**src/rtl/ripple_count_monitor.sv**
```systemverilog
// ripple_count_monitor
//
// Consumer-side sequence checker for a counter's q bus. Every enabled sample
// is classified against the previous sample. The three classes are INC
// (+1 mod 2^WIDTH), HOLD (unchanged) and BAD (anything else). A small FSM
// tracks lock. When it loses lock it reports step and stall errors. It also
// counts wrap-arounds (all-ones -> 0) seen while locked. All outputs are
// registered. The response to a sample appears right after its sampling edge.
//
// Parameters
//   WIDTH     width of the monitored count bus
//   LOCK_N    consecutive valid increments needed to declare lock (>= 1)
//   MAX_HOLD  consecutive held samples that count as a stall (0 = stall check off)
//   WRAPW     width of the saturating wrap counter
//
// Ports
//   clk         in   rising-edge clock
//   reset       in   asynchronous, active-high reset
//   q_in        in   count bus, settled at the sampling edge
//   en          in   sample strobe; q_in is evaluated only when en=1
//   clear_err   in   synchronous clear of err_sticky (honoured regardless of en)
//   locked      out  high while the FSM is LOCKED
//   step_err    out  1-cycle pulse: illegal step while LOCKED
//   stall_err   out  1-cycle pulse: hold limit reached while LOCKED
//   err_sticky  out  set by step_err/stall_err, cleared by clear_err
//   wrap_pulse  out  1-cycle pulse on an all-ones -> 0 step while LOCKED
//   wrap_cnt    out  saturating count of wrap_pulse events
//   last_q      out  last sampled q_in

module ripple_count_monitor #(
    parameter int WIDTH    = 4,
    parameter int LOCK_N   = 3,
    parameter int MAX_HOLD = 7,
    parameter int WRAPW    = 8
) (
    input  logic             clk,
    input  logic             reset,
    input  logic [WIDTH-1:0] q_in,
    input  logic             en,
    input  logic             clear_err,
    output logic             locked,
    output logic             step_err,
    output logic             stall_err,
    output logic             err_sticky,
    output logic             wrap_pulse,
    output logic [WRAPW-1:0] wrap_cnt,
    output logic [WIDTH-1:0] last_q
);

    // Counter widths: each is just wide enough to hold its terminal value.
    localparam int RW = (LOCK_N < 2) ? 1 : $clog2(LOCK_N + 1);
    localparam int HW = (MAX_HOLD < 2) ? 1 : $clog2(MAX_HOLD + 1);

    localparam logic [WIDTH-1:0] Q_ONE    = WIDTH'(1);
    localparam logic [RW-1:0]    RUN_ONE  = RW'(1);
    localparam logic [RW-1:0]    RUN_MAX  = RW'(LOCK_N);
    localparam logic [HW:0]      HOLD_ONE = (HW + 1)'(1);
    localparam logic [HW:0]      HOLD_MAX = (HW + 1)'(MAX_HOLD);
    localparam logic [WRAPW-1:0] WRAP_ONE = WRAPW'(1);

    typedef enum logic [1:0] {
        S_UNLOCKED,
        S_LOCKING,
        S_LOCKED,
        S_FAULT
    } state_t;

    state_t           state_q, state_d;
    logic [RW-1:0]    run_q, run_d;
    logic [HW-1:0]    hold_cnt_q, hold_cnt_d;
    logic [WIDTH-1:0] prev_q, prev_d;
    logic             locked_q, locked_d;
    logic             step_err_q, step_err_d;
    logic             stall_err_q, stall_err_d;
    logic             err_sticky_q, err_sticky_d;
    logic             wrap_pulse_q, wrap_pulse_d;
    logic [WRAPW-1:0] wrap_cnt_q, wrap_cnt_d;

    // Sample classification against the previous sample.
    logic [WIDTH-1:0] prev_plus1;
    logic             is_inc;
    logic             is_hold;
    logic             is_wrap;
    logic [RW-1:0]    run_inc;
    logic             run_hit;
    logic [HW:0]      hold_inc;
    logic             hold_hit;
    logic [HW-1:0]    hold_sat;

    // The hold counter is one bit wider so the compare against MAX_HOLD cannot
    // alias. With the stall check disabled it simply saturates.
    assign prev_plus1 = prev_q + Q_ONE;
    assign is_inc     = (q_in == prev_plus1);
    assign is_hold    = (q_in == prev_q);
    assign is_wrap    = (prev_q == '1) && (q_in == '0);
    assign run_inc    = run_q + RUN_ONE;
    assign run_hit    = (run_inc == RUN_MAX);
    assign hold_inc   = {1'b0, hold_cnt_q} + HOLD_ONE;
    assign hold_hit   = (MAX_HOLD != 0) && (hold_inc == HOLD_MAX);
    assign hold_sat   = hold_inc[HW] ? hold_cnt_q : hold_inc[HW-1:0];

    // State register: every flop of the block lives here.
    // NOTE: sequential state uses non-blocking assignments so that all flops
    // update together from values sampled before the edge.
    always_ff @(posedge clk or posedge reset) begin
        if (reset) begin
            state_q      <= S_UNLOCKED;
            run_q        <= '0;
            hold_cnt_q   <= '0;
            prev_q       <= '0;
            locked_q     <= 1'b0;
            step_err_q   <= 1'b0;
            stall_err_q  <= 1'b0;
            err_sticky_q <= 1'b0;
            wrap_pulse_q <= 1'b0;
            wrap_cnt_q   <= '0;
        end else begin
            state_q      <= state_d;
            run_q        <= run_d;
            hold_cnt_q   <= hold_cnt_d;
            prev_q       <= prev_d;
            locked_q     <= locked_d;
            step_err_q   <= step_err_d;
            stall_err_q  <= stall_err_d;
            err_sticky_q <= err_sticky_d;
            wrap_pulse_q <= wrap_pulse_d;
            wrap_cnt_q   <= wrap_cnt_d;
        end
    end

    // Next-state logic: FSM state plus the run/hold trackers and prev.
    always_comb begin
        // NOTE: every signal gets a hold-value default first, so no path can
        // leave it unassigned and infer a latch.
        state_d    = state_q;
        run_d      = run_q;
        hold_cnt_d = hold_cnt_q;
        prev_d     = prev_q;

        if (en) begin
            prev_d = q_in;
            case (state_q)
                // A FAULT is treated exactly like a fresh start.
                S_UNLOCKED, S_FAULT: begin
                    state_d    = S_LOCKING;
                    run_d      = '0;
                    hold_cnt_d = '0;
                end
                S_LOCKING: begin
                    if (is_inc) begin
                        hold_cnt_d = '0;
                        if (run_hit) begin
                            state_d = S_LOCKED;
                            run_d   = '0;
                        end else begin
                            run_d = run_inc;
                        end
                    end else if (is_hold) begin
                        // A long hold during acquisition restarts the run quietly.
                        if (hold_hit) begin
                            run_d      = '0;
                            hold_cnt_d = '0;
                        end else begin
                            hold_cnt_d = hold_sat;
                        end
                    end else begin
                        run_d      = '0;
                        hold_cnt_d = '0;
                    end
                end
                S_LOCKED: begin
                    if (is_inc) begin
                        hold_cnt_d = '0;
                    end else if (is_hold) begin
                        if (hold_hit) begin
                            state_d    = S_FAULT;
                            hold_cnt_d = '0;
                        end else begin
                            hold_cnt_d = hold_sat;
                        end
                    end else begin
                        state_d = S_FAULT;
                    end
                end
                default: begin
                    state_d = S_UNLOCKED;
                end
            endcase
        end
    end

    // Output logic: computes the next value of every registered output.
    always_comb begin
        step_err_d   = en && (state_q == S_LOCKED) && !is_inc && !is_hold;
        stall_err_d  = en && (state_q == S_LOCKED) && is_hold && hold_hit;
        wrap_pulse_d = en && (state_q == S_LOCKED) && is_wrap;
        locked_d     = (state_d == S_LOCKED);

        wrap_cnt_d = wrap_cnt_q;
        if (wrap_pulse_d && (wrap_cnt_q != '1)) begin
            wrap_cnt_d = wrap_cnt_q + WRAP_ONE;
        end

        // A new error wins over a clear on the same edge.
        err_sticky_d = err_sticky_q;
        if (step_err_d || stall_err_d) begin
            err_sticky_d = 1'b1;
        end else if (clear_err) begin
            err_sticky_d = 1'b0;
        end
    end

    assign locked     = locked_q;
    assign step_err   = step_err_q;
    assign stall_err  = stall_err_q;
    assign err_sticky = err_sticky_q;
    assign wrap_pulse = wrap_pulse_q;
    assign wrap_cnt   = wrap_cnt_q;
    assign last_q     = prev_q;

endmodule

```
**config.mk**
```make
export PLATFORM = sky130hd
export DESIGN_NAME = ripple_count_monitor
export DESIGN_NICKNAME = d
export VERILOG_FILES = /design/src/rtl/ripple_count_monitor.sv
export SDC_FILE = /design/constraint.sdc
export NUM_CORES = 1
export LEC_CHECK = 0
export CAP_MARGIN = 25
export CORE_ASPECT_RATIO = 1.4
export CORE_MARGIN = 4
export CORE_UTILIZATION = 55
export DETAILED_ROUTE_END_ITERATION = 8
export PLACE_DENSITY = 0.84
export SLEW_MARGIN = 20
export SYNTH_ARGS = -nofsm -noshare
export SYNTH_HDL_FRONTEND = slang
export SYNTH_SLANG_ARGS = --single-unit
export TNS_END_PERCENT = 1
```
**constraint.sdc**
```tcl
create_clock -name clk -period 2.6 [get_ports clk]
set_input_delay 0.65 -clock clk [delete_from_list [all_inputs] [get_ports clk]]
set_output_delay 0.65 -clock clk [all_outputs]
set_load 0.01 [all_outputs]
```
* After elaboration in Yosys (flattened, before gate mapping)
Cells that the tools add are included.
Word-level totals: register bits 24, input port bits 8, output and inout port bits 17, logic and storage cells 65
Cells by class: add/subtract/negate cells 4, eq/ne operators 12, multiplexer cells 21, reduce and logical (&&, ||, !) cells 18
Operators with widths (count):
- $mux W2 | 10
- $mux W3 | 6
- $pmux W3 S3 | 1
- $add A8 B1 Y8 const B | 1
- $eq A2 B2 Y1 const B | 4
- $eq A4 B4 Y1 | 2
- $logic_and A1 B1 Y1 | 8
- $ne A8 B8 Y1 const B | 1
- $pmux W2 S3 | 1
- $add A3 B1 Y4 const B | 1
- $add A4 B1 Y4 const B | 1
- $eq A4 B3 Y1 const B | 1
- $eq A4 B4 Y1 const B | 1
- $logic_not A4 Y1 | 1
- $ne A4 B4 Y1 const B | 1
- $pmux W2 S2 | 1
- $reduce_bool A2 Y1 | 2
- $ne A3 B3 Y1 const B | 1
- $reduce_and A3 Y1 | 1
- $add A2 B1 Y2 const B | 1
- $eq A2 B1 Y1 const B | 1
- $logic_not A1 Y1 | 2
- $logic_not A2 Y1 | 1
- $mux W1 | 2
- 3 further kinds | 3

* Depth between registers and ports, before layout
depth in word-level cells 8, gate-level depth with buffers 7, gate-level depth less buffers 7

* Least setup slack after synthesis
OpenSTA, ideal clock, no wires.
kind input to register, from in q_in[2], to reg wrap_cnt_q[1] (netlist: wrap_cnt[1]), setup time 0.128 ns, data arrival time 1.910 ns, required time 2.472 ns, slack 0.563 ns, cell stages on the path 4, buffers on the path 0, path through or4b_4 > nor4_4 > o21ai_2 > mux2_1
On the way: longest elaborated chain between the ends 4
RTL lines:
- from (decl) | RTL line 38 | input logic [WIDTH-1:0] q_in,
- $logic_not A4 Y1 | RTL line 95 | assign is_wrap = (prev_q == '1) && (q_in == '0);
- $logic_and A1 B1 Y1 | RTL line 95
- $logic_and A1 B1 Y1 | RTL line 196 | wrap_pulse_d = en && (state_q == S_LOCKED) && is_wrap;
- via wrap_pulse_d | RTL line 76 | logic wrap_pulse_q, wrap_pulse_d;
- $logic_and A1 B1 Y1 | RTL line 200 | if (wrap_pulse_d && (wrap_cnt_q != '1)) begin
- to (signal assigned) | RTL line 127 | wrap_cnt_q <= wrap_cnt_d;
- to (decl) | RTL line 77 | logic [WRAPW-1:0] wrap_cnt_q, wrap_cnt_d;
The timed path passes the listed nets, and every way through them passes these cells. A chain may end at the register's enable or synchronous reset.

* Worst setup path after layout
from in q_in[3], to reg state_q[0]
On the way: longest elaborated chain between the ends 5, elaborated cells on any way between the ends 7, classes of those cells 2 x eq/ne; 5 x mux
RTL lines:
- $eq A4 B4 Y1 | RTL line 94 | assign is_hold = (q_in == prev_q);
- $mux W2 | RTL line 174 | end else if (is_hold) begin
- $mux W2 | RTL line 172 | if (is_inc) begin
- $pmux W2 S3 * | RTL line 142 | case (state_q)
- $mux W2 * | RTL line 140 | if (en) begin
- via state_d[0] | RTL line 68 | state_t state_q, state_d;
- to (signal assigned) | RTL line 118 | state_q <= state_d;
- to (decl) | RTL line 68
The timed path passes the listed nets; every way through them passes the cells marked *.

==> metrics.txt <==
Die ar.=0.00326 mm^2; syn_area_per_cell=11.2 um^2; Via Count=973; Post-CTS Setup Repair Bufs=0; distinct cell type count after synthesis=38; met1 Use GR=0.202; Placed Area=0.00163 mm^2; clock skew=0.00752 ns; # Max-Cap Violations=0; Ys Warns=0; DP Wirelength=2.03 mm; DRC=0; Min Clock Period, post-route=2.27 ns; Clock Sinks=24; Hold Path Sink=wrap_cnt[7]$_DFFE_PP0P_; met2 Use GR=0.371; CP peak stage delay=0.50 ns; CTS Buf Count=3; Initial Util=0.592; Final Max Slew Viols=0; Worst-Skew Late Latency=0.32 ns; vias in the first global route=1094; largest net degree at the start of global routing=25; IO Pins=25; maximum vdd drop=0.000425 V; clk slew on worst S/H paths=0.13 ns; core area=0.00223 mm^2; Avg WL per Cell=15.7 um; # nets final=167; crit path cell chain=clkdlybuf4s50_1 -> xor2_1 -> buf_4 -> xnor2_1 -> nor4b_1 -> o21ai_0 -> and2_1; share of cells above drive strength 1=0.172; f_max=441 MHz; Layout area overhead=26.2%; Worst Hold Launch=wrap_cnt[7]$_DFFE_PP0P_; Root Driver=clkbuf_4; H-tree levels=1; GRT Total Usage=0.191; Slew headroom=0.669; Final Cell Area=0.00166 mm^2; Worst EP arrival=2.50 ns; initial antenna violation count=0; R2R Setup Slk=0.44 ns; CTS tree=yes; Crit-path slowest cell=clkdlybuf4s50_1; Resized Gates After CTS=0; remaining global-route overflow=0; Die Span X=49.4 um; Layout Utilization=0.747; ant diodes=0; hold depth=1; register area share after synthesis=0.455; Pwr Density=480 mW/mm^2; Final Hold Viols=0; Worst setup EP type=flip-flop; Leak=0.756 nW; r2r endpoint=state_q[0]$_DFF_PP0_; period utilisation layout=0.873; num rows=20; kind of critical path=in2reg; synthesized area=0.00132 mm^2; DRT iter0 DRCs=27; post-synthesis register bit count=24; R2R depth=6; Die Height=65.9 um; gpl congestion=0.792; Crit path required time=2.83 ns; CP startpoint kind=primary input; syn_nets=133; DRT Pass-1 Iters=4; RR Startpoint=last_q[0]$_DFFE_PP0P_; unrepaired setup endpoints after global routing=no; status=complete, no violations; largest cells by area after synthesis=dfrtp_1 (46%), ha_1 (6.6%), mux2_2 (5.1%), xor2_1 (4.6%), xnor2_1 (4.0%); # port buffers=24; CP max FO=3; Worst Tran Pin Value=0.490 ns; worst hold path type=reg2reg; first-pass GRT wire length=4.86 mm; setup_tns=0 ns; Via density=5.62; final wirelength=2.72 mm; routing usage on met3=0.0361; Bufs on Longest Clock Path=2; Top Usage Layer GRT=met2; CTS Hold Bufs=0; Detail Route Antenna Nets=0; Cells after Synth=118; Setup Viol. Count Final=0; top cell type's share of synthesized area=0.455; largest area contributor in the netlist=dfrtp_1
[cell usage after synthesis]
library cell,number
nor3_1,2
a21bo_2,1
nand2_1,10
and2_1,2
xor2_1,7
a21oi_1,5
dfrtp_1,24
nor4_4,1
nor4b_2,1
nand2b_1,1
mux2_1,1
a21o_1,1
o211ai_1,1
o21ai_0,3
nor3_2,4
nand3_1,3
mux2_2,6
nor2_1,5
o21ai_2,1
o31ai_1,1
o32ai_1,1
xnor2_1,6
clkbuf_1,1
ha_1,7
nor4b_1,1
o2bb2ai_1,1
nor2b_1,1
inv_1,9
nor3b_1,1
a21boi_0,1
or3_1,2
or4b_4,1
or4_4,1
a32o_1,1
a22o_1,1
o31a_1,1
xnor3_1,1
o21bai_1,1
[worst max-delay path, delay by kind of cell]
kind	cells	cell delay [ns]
buf+inv	2	0.65
xor+xnor	2	0.31
compound gates	1	0.21
simple gates	2	0.69
[report_power, final]
part / internal (mW) / switching [mW]
sequential: 0.390 / 0.0189
combinational: 0.0918 / 0.0969
clock: 0.0857 / 0.115
[cell families (layout without fill, tap and decap cells)]
group | after synthesis | in the layout | share of synthesized area
DFF | 24 | 24 | 0.455
and+or+nand+nor | 36 | 36 | 0.179
AOI/OAI and AO/OA | 20 | 20 | 0.107
muxes | 7 | 7 | 0.0598
xor gates and xnor gates | 14 | 14 | 0.103
adders and majority gates | 7 | 7 | 0.0664
buffers and inverters | 10 | 43 | 0.0285
[layout make-up]
cell class                 instances  area (um^2)
fill                             159          563
sequential                        24          601
inverter                           9         33.8
clock buffer                       4         36.3
tap                               22         27.5
timing repair buffer              30          285
multi-input combinational         84          681
[routing by layer]
metal,part of all wire,vias up
li1,-,478
met1,0.40,472
met2,0.54,19
met3,0.037,4
met4,0.015,0
met5,0,-
[state kept, by name (all words and copies together) (netlist names)]
| name | cells |
|---|---|
| err_sticky | 1 |
| hold_cnt_q | 3 |
| last_q | 4 |
| locked | 1 |
| run_q | 2 |
| stall_err | 1 |
| state_q | 2 |
| step_err | 1 |
| wrap_cnt | 8 |
| wrap_pulse | 1 |
[cell usage in the layout, fill, tap and decap left out, types with 4 or more instances in the layout]
cell type        count
dfrtp_1             24
clkdlybuf4s50_1     24
nand2_1             10
inv_1                9
xor2_1               7
ha_1                 7
mux2_2               6
xnor2_1              6
buf_4                6
nor2_1               5
a21oi_1              5
nor3_2               4
[metrics by stage]
stage                     instances  hold WS [ns]  worst slack [ns]  total power [mW]
after global routing            173         0.549             0.222             0.844
after global placement          169         0.479          -0.00611             0.595
after floorplan                 118         0.481             0.563             0.536
after detailed placement        169         0.498           -0.0217             0.601
after CTS                       173         0.519             0.322             0.803
final                           173         0.519             0.331             0.799
[worst max-delay path by stage]
stage	depth (start not counted)	endpoint	slack (ns)	start
floorplan	4	wrap_cnt[1]$_DFFE_PP0P_	0.56	q_in[2]
global placement	6	wrap_cnt[3]$_DFFE_PP0P_	-0.006	q_in[2]
detailed placement	6	wrap_cnt[3]$_DFFE_PP0P_	-0.02	q_in[2]
CTS	6	wrap_cnt[3]$_DFFE_PP0P_	0.32	q_in[2]
global route	6	wrap_cnt[4]$_DFFE_PP0P_	0.22	q_in[2]
finish	7	state_q[0]$_DFF_PP0_	0.33	q_in[3]
No activity file was read; power rests on OpenSTA's default activity.
